$ cat src/rtl/axi_r_pkg.sv
// axi_r_pkg: shared types and constants for the slave-side AXI read engine
// Contents: burst_t (FIXED/INCR), resp_t (OKAY/SLVERR/DECERR),
//           r_beat_t packed R-beat {id, data, resp, last}, R_BEAT_W
package axi_r_pkg;
    typedef enum logic [1:0] {
        BURST_FIXED = 2'b00,
        BURST_INCR  = 2'b01
    } burst_t;
    typedef enum logic [1:0] {
        RESP_OKAY   = 2'b00,
        RESP_SLVERR = 2'b10,
        RESP_DECERR = 2'b11
    } resp_t;
    typedef struct packed {
        logic [7:0]  id;
        logic [31:0] data;
        resp_t       resp;
        logic        last;
    } r_beat_t;
    localparam int R_BEAT_W = 43;
endpackage

$ cat src/rtl/r_skid_reg.sv
// r_skid_reg: one-entry holding register that parks an R beat while the FIFO is full
// Ports: clk, rst (sync, active-high); i_load captures i_data and sets valid;
//        i_unload clears valid; o_valid/o_data expose the parked beat
module r_skid_reg
    import axi_r_pkg::*;
(
    input  logic    clk,
    input  logic    rst,
    input  logic    i_load,
    input  logic    i_unload,
    input  r_beat_t i_data,
    output logic    o_valid,
    output r_beat_t o_data
);
    logic    r_valid;
    r_beat_t r_data;
    always_ff @(posedge clk) begin
        if (rst)
            r_valid <= 1'b0;
        else if (i_load)
            r_valid <= 1'b1;
        else if (i_unload)
            r_valid <= 1'b0;
    end
    always_ff @(posedge clk) begin
        if (i_load)
            r_data <= i_data;
    end
    assign o_valid = r_valid;
    assign o_data  = r_data;
endmodule

$ cat src/rtl/axi_slave_read_engine.sv
// axi_slave_read_engine: AXI AR/R engine reading a 1-cycle SRAM into the R-channel CDC FIFO
// Ports: clk, rst (sync, active-high)
//        AR channel : i_arvalid, o_arready, i_arid, i_araddr, i_arlen, i_arsize, i_arburst
//        SRAM       : o_mem_cs, o_mem_addr, i_mem_rdata (valid the cycle after o_mem_cs)
//        FIFO write : o_r_wpush, o_r_wdata {rid, rdata, rresp, rlast}, i_r_wfull
module axi_slave_read_engine
    import axi_r_pkg::*;
#(
    parameter int          ID_W    = 8,
    parameter int          DATA_W  = 32,
    parameter int          MEM_AW  = 14,
    parameter logic [15:0] BASE_HI = 16'h0001
) (
    input  logic                clk,
    input  logic                rst,
    input  logic                i_arvalid,
    output logic                o_arready,
    input  logic [ID_W-1:0]     i_arid,
    input  logic [31:0]         i_araddr,
    input  logic [3:0]          i_arlen,
    input  logic [2:0]          i_arsize,
    input  logic [1:0]          i_arburst,
    output logic                o_mem_cs,
    output logic [MEM_AW-1:0]   o_mem_addr,
    input  logic [DATA_W-1:0]   i_mem_rdata,
    output logic                o_r_wpush,
    output logic [R_BEAT_W-1:0] o_r_wdata,
    input  logic                i_r_wfull
);
    localparam logic [1:0] S_IDLE  = 2'd0;
    localparam logic [1:0] S_BURST = 2'd1;
    localparam logic [1:0] S_DRAIN = 2'd2;
    localparam logic [1:0] S_ERR   = 2'd3;
    logic [1:0]        r_state;
    logic [ID_W-1:0]   r_id;
    logic [MEM_AW-1:0] r_addr;
    logic [4:0]        r_beats;
    logic [4:0]        r_issued;
    logic [4:0]        r_pushed;
    logic              r_incr;
    logic              r_rd_pend;
    resp_t             r_resp;
    logic              w_ar_hs;
    logic              w_hit;
    logic              w_ok;
    logic              w_issue;
    logic              w_hold_valid;
    logic              w_load;
    logic              w_unload;
    logic              w_push;
    logic              w_last_push;
    logic [4:0]        w_ret_idx;
    logic              w_unused_addr;
    r_beat_t           w_mem_beat;
    r_beat_t           w_err_beat;
    r_beat_t           w_hold_beat;
    r_beat_t           w_beat;
    assign w_unused_addr = ^i_araddr;
    assign o_arready = (r_state == S_IDLE) && !rst;
    assign w_ar_hs   = i_arvalid && o_arready;
    assign w_hit     = i_araddr[31:16] == BASE_HI;
    assign w_ok      = w_hit && (i_arsize == 3'b010) &&
                       (i_arburst == BURST_FIXED || i_arburst == BURST_INCR);
    // Stop issuing when a returning beat has nowhere to go, so hold never needs a second entry
    assign w_issue    = !rst && (r_state == S_BURST) && (r_issued < r_beats) &&
                        !w_hold_valid && !(r_rd_pend && i_r_wfull);
    assign o_mem_cs   = w_issue;
    assign o_mem_addr = r_addr;
    // A parked beat is always older than the one returning now
    assign w_ret_idx  = r_pushed + 5'(w_hold_valid);
    assign w_mem_beat = '{id: r_id, data: i_mem_rdata, resp: RESP_OKAY,
                          last: (w_ret_idx == r_beats - 5'd1)};
    assign w_err_beat = '{id: r_id, data: '0, resp: r_resp,
                          last: (r_pushed == r_beats - 5'd1)};
    assign w_load   = r_rd_pend && (w_hold_valid || i_r_wfull);
    assign w_unload = w_hold_valid && !i_r_wfull;
    assign w_push   = !rst && !i_r_wfull && ((r_state == S_ERR) || w_hold_valid || r_rd_pend);
    assign w_beat   = (r_state == S_ERR) ? w_err_beat : w_hold_valid ? w_hold_beat : w_mem_beat;
    assign w_last_push = w_push && (r_pushed == r_beats - 5'd1);
    assign o_r_wpush = w_push;
    assign o_r_wdata = w_beat;
    r_skid_reg u_hold (
        .clk      (clk),
        .rst      (rst),
        .i_load   (w_load),
        .i_unload (w_unload),
        .i_data   (w_mem_beat),
        .o_valid  (w_hold_valid),
        .o_data   (w_hold_beat)
    );
    always_ff @(posedge clk) begin
        if (rst) begin
            r_state   <= S_IDLE;
            r_issued  <= '0;
            r_pushed  <= '0;
            r_rd_pend <= 1'b0;
        end else begin
            r_rd_pend <= w_issue;
            if (w_ar_hs) begin
                r_state  <= w_ok ? S_BURST : S_ERR;
                r_id     <= i_arid;
                r_addr   <= i_araddr[MEM_AW+1:2];
                r_beats  <= {1'b0, i_arlen} + 5'd1;
                r_incr   <= i_arburst[0];
                r_resp   <= w_hit ? RESP_SLVERR : RESP_DECERR;
                r_issued <= '0;
                r_pushed <= '0;
            end
            if (w_issue) begin
                r_issued <= r_issued + 5'd1;
                if (r_incr)
                    r_addr <= r_addr + MEM_AW'(1);
                if (r_issued + 5'd1 == r_beats)
                    r_state <= S_DRAIN;
            end
            if (w_push)
                r_pushed <= r_pushed + 5'd1;
            if (w_last_push && (r_state == S_DRAIN || r_state == S_ERR))
                r_state <= S_IDLE;
        end
    end
endmodule

$ cat config.mk
export PLATFORM = sky130hd
export DESIGN_NAME = axi_slave_read_engine
export DESIGN_NICKNAME = d
export VERILOG_FILES = /design/src/rtl/axi_r_pkg.sv /design/src/rtl/r_skid_reg.sv /design/src/rtl/axi_slave_read_engine.sv
export SDC_FILE = /design/constraint.sdc
export NUM_CORES = 1
export LEC_CHECK = 0
export CAP_MARGIN = 20
export CORE_UTILIZATION = 64
export CTS_CLUSTER_DIAMETER = 30
export DETAILED_ROUTE_END_ITERATION = 8
export DONT_BUFFER_PORTS = 1
export PLACE_DENSITY_LB_ADDON = 0.05
export RECOVER_POWER = 50
export SYNTH_ARGS = -nofsm -noshare
export SYNTH_HDL_FRONTEND = slang
export SYNTH_HIERARCHICAL = 1
export SYNTH_SLANG_ARGS = --single-unit
$ cat constraint.sdc
create_clock -name clk -period 3.3 [get_ports clk]
set_input_delay 0.99 -clock clk [delete_from_list [all_inputs] [get_ports clk]]
set_output_delay 0.99 -clock clk [all_outputs]
set_load 0.02 [all_outputs]
==> metrics <==
CTS tree built; Post-synth EDFFs 72; drt via density 5.98; setup violators final 0; DRT iter0 DRCs 137; All-Layer GR Usage 23.7%; Core Region 0.00687 mm²; H-tree depth 3; CP endpoint kind primary output; crit path cell chain inv_1, ha_1, a21oi_1, a21o_1, and2_1; Pwr Total 2270 µW; IR Drop Worst-Case VDD 0.293 mV; initial core utilization 66.6%; most frequent cells in the layout edfxtp_1, nor2_1, mux2i_1, nand2_1, inv_1; initial antenna violation count 0; io pins 145; dpl hpwl 6660 µm; slowest stage delay, CP 540 ps; clock sink count 86; Cell Pwr Density 468 mW/mm²; hold_buf cts 0; vias in the first global route 2845; Netlist cell types 63; min cycle time layout 3130 ps; drt first pass iters 4; setup TNS 0 ps; min-delay worst type flop to flop; Max Slew Vio Count 0; Clock Pin Slew Worst Setup and Hold Paths 90 ps; Max-cap violations 0; die width 86.6 µm; Ys Warns 6; crit start category flop; ANT cells 0; full die area 0.00750 mm²; number of buffers created by CTS 9; asr flop ratio synth 0%; CP bufs+invs 1; CP Class flop to primary output; Crit path required time 2310 ps; RSZ-0062 raised after global routing no; Worst Tran Pin Value 729 ps; Crit Path Max Fanout 8; final wirelength 8940 µm; Avg Cell Area, Syn 11.2 µm²; DRC 0; Final GP Congestion 0.821; Peak Freq 319 MHz; Slew headroom 51.4%; clock tree buffer depth 2; Pleak 0.00168 µW; clk_lat worst skew 350 ps; slowest cell on the critical path edfxtp_1; Fill cells 549; Buffers on Ports 0; via count 3040; DIE HEIGHT 86.6 µm; commonest non-fill, non-tap cell in the layout edfxtp_1; final antenna-violating net count 0; first-pass GRT wire length 13400 µm; worst path arrival time 2140 ps; fraction of the cycle the final worst path needs 94.9%; share of layout cells above drive strength 1 10.9%; largest net degree at the start of global routing 44; Root Driver clkbuf_8; Fin. Hold Viols 0; Rows 30; Reg area 0.00244 mm²; final-stage net count 504; sequential element share of the synthesized area 53.3%; flops & latches, synth 86; status finished clean; routed len/inst 17.6 µm; footprint of the multi-input gates 0.00195 mm²; Synth Instances 407; final setup skew 11.7 ps; Top FF cell, synth edfxtp_1; mapped cell area 0.00458 mm²; total gr overflow 0; Layout area overhead 5.85%; Top Family by Delay on Critical Path flip-flops
## final timing paths
| path | from | slack (ps) | depth (start not counted) | endpoint |
|---|---|---|---|---|
| max | r_beats[2]$_DFFE_PP_ | 170 | 5 | o_mem_cs |
| min reg2reg | r_id[5]$_DFFE_PP_ | 460 | 0 | u_hold/o_data[40]$_DFFE_PP_ |
| min | r_id[5]$_DFFE_PP_ | 460 | 0 | u_hold/o_data[40]$_DFFE_PP_ |
| max reg2reg | r_state[1]$_SDFF_PP0_ | 690 | 7 | o_mem_addr[5]$_DFFE_PN_ |
## sequential cells by signal (all words and copies together), names as in the netlist
| signal | count |
|---|---|
| u_hold/o_data | 43 |
| r_issued | 5 |
| r_state | 2 |
| r_incr | 1 |
| r_rd_pend | 1 |
| u_hold/o_valid | 1 |
| r_id | 8 |
| o_mem_addr | 14 |
| r_resp | 1 |
| r_pushed | 5 |
| r_beats | 5 |
## worst register-to-register path: stages (launching register included)
cell      delay, ps
dfxtp_1         450
nor3_1           90
clkbuf_1        200
nand2_1         430
clkinv_1        500
a31o_4          410
a21boi_0        140
o21a_1          170
## cells by family (layout without fill, tap and decap cells)
group                      count (synthesis)  after routing  share of synthesized area [%]
AOI/OAI and AO/OA                         67             67                           10.7
xor gates and xnor gates                  21             21                           4.02
adders and majority gates                 12             12                           3.28
buffers and inverters                     39             43                           4.15
DFF                                       86             86                           53.3
muxes                                     41             41                           9.18
other                                      1              2                         0.0819
and+or+nand+nor                          140            140                           15.3
## cell type report
cell class / count / area share (%)
flip-flops and latches: 86 / 50.4
multi-input cells: 283 / 40.3
clock buffers: 10 / 2.63
well taps: 96 / 2.48
clock inverters: 6 / 1.47
inverters: 18 / 1.39
repair buffers: 9 / 1.27
## metal layers
metal  share of wire [%]  GRT usage, %  wire length, µm  up-vias
met5                   0             0                0        -
met4                 1.4          8.18              128        0
met3                 6.3          5.05              561       11
met2                  49          41.4             4430      122
met1                  43          29.2             3830     1420
li1                    -             -                -     1487
## cell usage after synthesis (5+ instances only)
cell | count | area, µm²
xnor2_1 | 13 | 114
o21a_1 | 7 | 52.6
ha_1 | 12 | 150
a21oi_1 | 12 | 60.1
mux2_2 | 8 | 90.1
and2_1 | 8 | 50.1
and3_1 | 6 | 37.5
edfxtp_1 | 72 | 2160
nand4_1 | 5 | 31.3
nand3_1 | 11 | 55.1
buf_2 | 8 | 40.0
dfxtp_1 | 14 | 280
a31oi_1 | 11 | 68.8
inv_1 | 16 | 60.1
nor2_1 | 55 | 206
o21ai_0 | 10 | 50.1
nand2_1 | 20 | 75.1
mux2i_1 | 33 | 330
xor2_1 | 8 | 70.1
nor3_1 | 11 | 55.1
## repair_timing
item                       in CTS  in global routing
gates resized for setup         1                  2
setup endpoints to repair       1                  1
buffers inserted                0                  1
hold endpoints to repair        0                  0
## stage by stage
step	cell area [µm²]	instances	setup slack, ps	util [%]	hold slack (ps)
6_report	4850	508	170	70.5	461
5_1_grt	4850	508	27.2	70.5	464
4_1_cts	4850	507	82.0	70.5	450
3_5_place_dp	4640	491	376	67.6	437
3_3_place_gp	4640	491	469	67.6	434
2_1_floorplan	4580	408	531	-	422
## where the power goes
group	switching, µW	total [µW]	internal [µW]
Sequential	55.7	1280	1230
Clock	372	729	357
Combinational	167	256	89.2
Total	595	2270	1670
(Power assumes the default switching activity.)
